<file path="config.mk">
export PLATFORM = sky130hd
export DESIGN_NAME = rbz_reg_commit_sched
export DESIGN_NICKNAME = d
export VERILOG_FILES = /design/src/rtl/rbz_reg_commit_sched.sv
export SDC_FILE = /design/constraint.sdc
export NUM_CORES = 1
export LEC_CHECK = 0
export ABC_CLOCK_PERIOD_IN_PS = 5300
export CORE_MARGIN = 2
export CORE_UTILIZATION = 57
export DETAILED_ROUTE_END_ITERATION = 7
export PLACE_DENSITY = 0.76
export RECOVER_POWER = 100
export REMOVE_ABC_BUFFERS = 1
export SLEW_MARGIN = 20
export SYNTH_ARGS = -nofsm -noshare
export SYNTH_HDL_FRONTEND = slang
export SYNTH_SLANG_ARGS = --single-unit
</file>
<file path="constraint.sdc">
create_clock -name clk -period 5.3 [get_ports clk]
set_input_delay 1.59 -clock clk [delete_from_list [all_inputs] [get_ports clk]]
set_output_delay 1.59 -clock clk [all_outputs]
set_load 0.02 [all_outputs]
</file>
<file path="src/rtl/rbz_reg_commit_sched.sv">
// Two-source register write scheduler: arbitrates grouped beats into one FIFO and
// commits whole groups during vertical blanking so multi-word updates never tear.
module rbz_reg_commit_sched #(
  parameter int ADDR_W = 4,
  parameter int DATA_W = 24,
  parameter int DEPTH  = 8
) (
  input  logic                      clk,
  input  logic                      rst_n,
  input  logic                      i_vblank,
  input  logic                      i_vec_valid,
  input  logic                      i_vec_last,
  input  logic [ADDR_W-1:0]         i_vec_addr,
  input  logic [DATA_W-1:0]         i_vec_data,
  output logic                      o_vec_ready,
  input  logic                      i_reg_valid,
  input  logic                      i_reg_last,
  input  logic [ADDR_W-1:0]         i_reg_addr,
  input  logic [DATA_W-1:0]         i_reg_data,
  output logic                      o_reg_ready,
  output logic                      o_wr_en,
  output logic [ADDR_W-1:0]         o_wr_addr,
  output logic [DATA_W-1:0]         o_wr_data,
  output logic [$clog2(DEPTH):0]    o_level,
  output logic                      o_overflow
);
  localparam int PW = $clog2(DEPTH);
  localparam int LW = PW + 1;

  typedef struct packed {
    logic              last;
    logic [ADDR_W-1:0] addr;
    logic [DATA_W-1:0] data;
  } entry_t;

  typedef enum logic {S_IDLE, S_DRAIN} state_t;

  entry_t            mem_q [DEPTH];
  logic [PW-1:0]     wr_ptr_q, wr_ptr_d, rd_ptr_q, rd_ptr_d;
  logic [LW-1:0]     level_q, level_d, groups_q, groups_d;
  logic              lock_valid_q, lock_valid_d, lock_src_q, lock_src_d;
  logic              rr_q, rr_d;
  logic              overflow_q, overflow_d;
  logic              wr_en_q, wr_en_d;
  logic [ADDR_W-1:0] wr_addr_q, wr_addr_d;
  logic [DATA_W-1:0] wr_data_q, wr_data_d;
  state_t            state_q, state_d;

  logic   gnt_vec, gnt_reg, not_full, push_vec, push_reg, push, pop;
  logic   push_last, pop_last, flush;
  entry_t push_entry, head;

  // lock_src / rr: 0 = vec, 1 = reg
  always_comb begin
    gnt_vec = 1'b0;
    gnt_reg = 1'b0;
    if (lock_valid_q) begin
      gnt_vec = ~lock_src_q;
      gnt_reg = lock_src_q;
    end else if (i_vec_valid && i_reg_valid) begin
      gnt_vec = ~rr_q;
      gnt_reg = rr_q;
    end else begin
      gnt_vec = i_vec_valid;
      gnt_reg = i_reg_valid;
    end
  end

  assign not_full    = level_q != LW'(DEPTH);
  assign o_vec_ready = gnt_vec & not_full;
  assign o_reg_ready = gnt_reg & not_full;
  assign push_vec    = i_vec_valid & o_vec_ready;
  assign push_reg    = i_reg_valid & o_reg_ready;
  assign push        = push_vec | push_reg;
  assign push_entry  = push_reg ? {i_reg_last, i_reg_addr, i_reg_data}
                                : {i_vec_last, i_vec_addr, i_vec_data};
  assign head        = mem_q[rd_ptr_q];
  assign pop         = state_q == S_DRAIN;
  assign push_last   = push & push_entry.last;
  assign pop_last    = pop & head.last;
  // A full FIFO with no complete group can never drain: drop it.
  assign flush       = ~not_full && (groups_q == '0);

  always_comb begin
    wr_ptr_d     = wr_ptr_q;
    rd_ptr_d     = rd_ptr_q;
    lock_valid_d = lock_valid_q;
    lock_src_d   = lock_src_q;
    rr_d         = rr_q;
    overflow_d   = overflow_q;
    wr_addr_d    = wr_addr_q;
    wr_data_d    = wr_data_q;
    wr_en_d      = pop;
    level_d      = level_q + LW'(push) - LW'(pop);
    groups_d     = groups_q + LW'(push_last) - LW'(pop_last);
    if (push) begin
      wr_ptr_d     = wr_ptr_q + PW'(1);
      lock_valid_d = ~push_entry.last;
      lock_src_d   = push_reg;
      rr_d         = push_vec;
    end
    if (pop) begin
      rd_ptr_d  = rd_ptr_q + PW'(1);
      wr_addr_d = head.addr;
      wr_data_d = head.data;
    end
    if (flush) begin
      wr_ptr_d     = '0;
      rd_ptr_d     = '0;
      level_d      = '0;
      lock_valid_d = 1'b0;
      overflow_d   = 1'b1;
    end
  end

  always_comb begin
    state_d = state_q;
    case (state_q)
      S_IDLE:  if (i_vblank && groups_q != '0) state_d = S_DRAIN;
      S_DRAIN: if (pop_last && !(i_vblank && groups_d != '0)) state_d = S_IDLE;
      default: state_d = S_IDLE;
    endcase
  end

  always_ff @(posedge clk or negedge rst_n) begin
    if (!rst_n) begin
      wr_ptr_q     <= '0;
      rd_ptr_q     <= '0;
      level_q      <= '0;
      groups_q     <= '0;
      lock_valid_q <= 1'b0;
      lock_src_q   <= 1'b0;
      rr_q         <= 1'b0;
      overflow_q   <= 1'b0;
      wr_en_q      <= 1'b0;
      wr_addr_q    <= '0;
      wr_data_q    <= '0;
      state_q      <= S_IDLE;
    end else begin
      wr_ptr_q     <= wr_ptr_d;
      rd_ptr_q     <= rd_ptr_d;
      level_q      <= level_d;
      groups_q     <= groups_d;
      lock_valid_q <= lock_valid_d;
      lock_src_q   <= lock_src_d;
      rr_q         <= rr_d;
      overflow_q   <= overflow_d;
      wr_en_q      <= wr_en_d;
      wr_addr_q    <= wr_addr_d;
      wr_data_q    <= wr_data_d;
      state_q      <= state_d;
    end
  end

  always_ff @(posedge clk) begin
    if (push) mem_q[wr_ptr_q] <= push_entry;
  end

  assign o_wr_en    = wr_en_q;
  assign o_wr_addr  = wr_addr_q;
  assign o_wr_data  = wr_data_q;
  assign o_level    = level_q;
  assign o_overflow = overflow_q;
endmodule

</file>
Yosys cells after proc, flatten, opt, wreduce, memory -nomap -nowiden

Memories as Yosys holds them, arrays and structs flattened.
Cells that the tools add are included.

Memory bits (writable): 232
Output and inout port bits: 36
Word-level logic and storage cells: 60
Memories: 1
Register bits after elaboration: 48

Reduce and logical (&&, ||, !) cells: 11
Mux-type cells: 17
Equality and inequality tests: 1
Bitwise logic cells: 12
$add $sub $neg: 6

Memory list:

| memory | depth | width | read ports | clocked after memory_dff | write ports | RTL line | RTL |
|---|---|---|---|---|---|---|---|
| mem_q  | 8     | 29    | 1          | 0                        | 1           | 38       | `entry_t mem_q [DEPTH];` |

Operators with widths:

| cell                                                           | count |
|---|---|
| 29-bit two-way mux                                             | 1 |
| 3-bit two-way mux                                              | 4 |
| 1-bit two-way mux                                              | 10 |
| 4-bit by 1-bit adder with 4-bit output                         | 2 |
| 4-bit nonzero test                                             | 2 |
| 4-bit by 1-bit subtractor with 4-bit output                    | 2 |
| 3-bit by 1-bit adder with 3-bit output (second input constant) | 2 |
| 1-bit AND                                                      | 6 |
| 1-bit logical AND                                              | 5 |
| 1-bit NOT                                                      | 5 |
| 4-bit logical NOT                                              | 1 |
| 4-bit two-way mux                                              | 1 |
| 4-bit != test (second input constant)                          | 1 |
| 2-bit nonzero test                                             | 2 |
| 1-bit one-hot mux with 2 select lines                          | 1 |
| 1-bit logical NOT                                              | 1 |
| 1-bit bitwise OR                                               | 1 |

Depth between registers and ports, before layout

Depth in word-level cells: 15
Mapped depth: 14
Gate-level depth less buffers: 14

Worst setup path after synthesis

No wires, ideal clock.

Kind: input port to flip-flop
Start: input port i_reg_valid
End: memory mem_q[2][0] (netlist bit) (enable)
Stages: 4
Buffers on the path: 0
Arrival: 5,100 ps
Slack: -298 ps
Library setup time: 499 ps
Path through: and2_1 o221a_4 inv_4 nor4b_1

Longest elaborated chain between the ends: 8
Elaborated cells between the ends (all ways): 12

Ends and longest elaborated chain:

| item                                      | RTL line | RTL |
|---|---|---|
| start, declared                           | 16       | `input logic i_reg_valid,` |
| 1-bit logical AND                         | 60       | `end else if (i_vec_valid && i_reg_valid) begin` |
| 1-bit two-way mux                         | 60       |  |
| 1-bit two-way mux                         | 57       | `if (lock_valid_q) begin` |
| 1-bit AND, on equally long branches       | 70, 71   |  |
| 1-bit AND, on equally long branches       | 72, 73   |  |
| 1-bit bitwise OR *                        | 74       | `assign push = push_vec \| push_reg;` |
| 1-bit two-way mux *                       | 156      | `if (push) mem_q[wr_ptr_q] <= push_entry;` |
| 1-bit two-way mux (not written as such) * | 156      |  |
| end, declared                             | 38       |  |

Mark *: on every way between the ends. The rest lies on a longest branch, timed or not.

Final worst setup path

Start: input port i_reg_valid
End: output port o_vec_ready

Longest elaborated chain between the ends: 4

Ends and longest elaborated chain:

| item              | RTL line | RTL |
|---|---|---|
| 1-bit logical AND | 60       |  |
| 1-bit two-way mux | 60       |  |
| 1-bit two-way mux | 57       |  |
| 1-bit AND         | 70       | `assign o_vec_ready = gnt_vec & not_full;` |
| end, declared     | 15       | `output logic o_vec_ready,` |

No other way between the ends.

==> flow_metrics.env <==
export IMPL_outcome="finished, violations left"
export IMPL_clock_skew_ns=0.0196
export IMPL_placed_cell_area_um2=12500
export IMPL_drive_above_1_share=0.152
export IMPL_gr_usage_all_layers=0.212
export IMPL_diodes=0
export IMPL_maxSlewViolCount=188
export IMPL_rsz0062_at_grt="false"
export IMPL_routabilityCongestion=0.725
export IMPL_nFillCells=1310
export IMPL_cts_made_buffers=27
export IMPL_first_iter_violations=533
export IMPL_tritoncts="yes"
export IMPL_fin_ws_ns=0.442
export IMPL_crit_path_start_kind="input port"
export IMPL_post_drt_wl_per_cell_um=21.8
export IMPL_clkSinkCount=280
export IMPL_final_min_clock_period_ns=4.86
export IMPL_slew_limit_headroom=-1.04
export IMPL_area_growth_synth_to_final_pct=17.2
export IMPL_viasPerCell=5.80
export IMPL_portBuffers=98
export IMPL_rows=51
export IMPL_post_route_period_util=0.917
export IMPL_synth_top_area_share=0.620
export IMPL_io_pins=99
export IMPL_postRouteAntennaNets=0
export IMPL_start_util=0.580
export IMPL_route_met2_wl_um=11000
export IMPL_routed_wl_met3_um=1140
export IMPL_tns_ns=0
export IMPL_die_area_um2=20900
export IMPL_crit_end="o_vec_ready"
export IMPL_rr_endpoint="pop"
export IMPL_hold_buffers=0
export IMPL_synth_edf_count=232
export IMPL_end_kind="primary output"
export IMPL_htreeDepth=1
export IMPL_hold_path_class="flip-flop to flip-flop"
export IMPL_synth_area_um2=11200
export IMPL_coreArea_um2=19400
export IMPL_ys_top_cells_by_area="edfxtp_1 62%, mux4_2 12%, dfrtp_1 11%"
export IMPL_cts_repair_resized=0
export IMPL_postCtsSetupBuffers=0
export IMPL_r2r_slack_ns=0.71
export IMPL_maxCapViolCount=5
export IMPL_ys_flop_type="edfxtp_1"
export IMPL_violations="max-capacitance violations, max-slew violations"
export IMPL_grt_pass1_vias=5990
export IMPL_holdPathStages=1
export IMPL_grt_max_degree=65
export IMPL_num_vias=5658
export IMPL_gr_total_overflow=0
export IMPL_cp_required_ns=3.71
export IMPL_finalPower_mw=7.73
export IMPL_die_height_um=144
export IMPL_setup_violations_final=0
export IMPL_yosysTopAreaCell="edfxtp_1"
export IMPL_criticalPathCategory="input port to primary output"
export IMPL_yosys_cell_types_count=40
export IMPL_worstMarginPinSlew_ns=3.06
export IMPL_yosysWarningCount=0
export IMPL_irDropWorstVdd_uv=447
export IMPL_cp_arrival_ns=3.27
export IMPL_drt_pass1_iterations=7
export IMPL_cts_clk_slew_worst_paths_ns=0.06
export IMPL_final_hold_viol_count=0
export IMPL_layout_nets=769
export IMPL_cp_max_fo=5
export IMPL_grt_first_pass_wirelength_um=32900
export IMPL_netlist_instances=577
export IMPL_ys_seq_area_frac=0.726
export IMPL_fmax_mhz=206
export IMPL_highest_layer="met4"
export IMPL_synthArstFlopShare=0.171
export IMPL_post_dp_hpwl_um=11800
export IMPL_rr_startpoint="pop"
export IMPL_cts_root_buf="clkbuf_16"
export IMPL_pre_cts_slack_ns=0.512
export IMPL_antenna_found_initial=0
export IMPL_p_per_area_nw_per_um2=587
export IMPL_clock_latency_ns=0.52
export IMPL_drc=0
export IMPL_postLayoutCellArea_um2=13200
export IMPL_p_leak_nw=4.55
export IMPL_syn_area_per_cell_um2=19.5
export IMPL_cts_buffer_depth=3
export IMPL_ys_ff_latch=280
export IMPL_die_w_um=144
export IMPL_startpoint="i_reg_valid"
export IMPL_r2r_cells=11
export IMPL_wl_um=21200
export IMPL_drt_met1_wl_um=8650
## power breakdown
group / internal, mW / switching (mW)
logic: 1.19 / 1.50
registers: 3.11 / 0.242
clock network: 0.936 / 0.747
## per-stage QoR
step                      instances  hold slack [ns]   util
after floorplan                 547            0.485      -
after global routing            976            0.495  0.679
final                           976            0.457  0.679
after detailed placement        928            0.451  0.646
after global placement          928            0.451  0.646
after CTS                       976            0.467  0.686
## cell type report
class	instances	area [um^2]	share of cell area
clock inverter	12	57.6	0.00437
timing repair buffer	116	1060	0.0803
clock buffer	36	709	0.0539
inverter	17	65.1	0.00494
sequential	280	8180	0.621
tap	265	332	0.0252
multi-input combinational	250	2780	0.211
## how the worst min path moves through the flow
stage	slack (ns)	endpoint	start
5_1_grt	0.49	o_overflow	o_overflow
3_3_place_gp	0.45	o_overflow	o_overflow
4_1_cts	0.47	o_overflow	o_overflow
6_report	0.46	o_overflow	o_overflow
2_1_floorplan	0.48	rr_q	rr_q
3_5_place_dp	0.45	o_overflow	o_overflow
## placed cells by master (no fill, tap or decap), drive strengths merged, types with 2 or more instances in the layout
master         Yosys  layout
nor4               3       3
dfrtp             48      48
clkbuf            11      51
a21oi             34      34
o21ai              2       2
nor2b              3       3
a21o               2       2
xnor2              4       4
mux2              29      29
inv               17      17
nor2              37      37
ha                12      12
edfxtp           232     232
nor3b              3       3
mux2i             32      32
clkdlybuf4s50      0      59
nor3               2       2
nor4b              2       2
buf               19       4
mux4              58      58
xor2               3       3
fa                 2       2
dlygate4sd3        0      38
clkinv             0      11
nand2             10      10
or3b               2       2
## worst max-delay path: stages
cell,delay [ns]
dlygate4sd3_1,0.60
nand2_1,0.09
nand3_1,0.08
a21oi_1,0.21
dlygate4sd3_1,0.70
## metal layers
layer / up-vias / track usage
met5: - / 0
met4: 0 / 0.0588
met3: 40 / 0.0341
met2: 182 / 0.364
met1: 2931 / 0.286
li1: 2505 / -
## cell usage after synthesis, types with 3 or more instances
| cell type | count |
|---|---|
| ha_1 | 12 |
| xor2_1 | 3 |
| a21oi_1 | 34 |
| mux2i_1 | 32 |
| nand2_1 | 10 |
| nor2_1 | 37 |
| inv_1 | 16 |
| buf_4 | 3 |
| buf_6 | 4 |
| nor3b_1 | 3 |
| mux2_2 | 28 |
| dfrtp_1 | 48 |
| buf_2 | 8 |
| buf_12 | 3 |
| edfxtp_1 | 232 |
| nor2b_1 | 3 |
| clkbuf_1 | 11 |
| xnor2_1 | 4 |
| mux4_2 | 58 |
## state kept, by name (all words and copies together) (netlist names)
signal	cells
o_level	4
lock_valid_q	1
o_wr_data	24
groups_q	4
lock_src_q	1
o_wr_en	1
wr_ptr_q	3
rr_q	1
mem_q	232
rd_ptr_q	3
o_overflow	1
pop	1
o_wr_addr	4
## cells by family (layout without fill, tap and decap cells)
family	after synthesis	in the layout	share of synthesized area
adders and majority gates	14	14	0.0169
AOI/OAI and AO/OA	42	42	0.0216
muxes	119	119	0.174
xor gates and xnor gates	7	7	0.00545
and+or+nand+nor	68	68	0.0308
DFF	280	280	0.726
buffers and inverters	47	181	0.0248
Power figures use the tool's default switching activity.
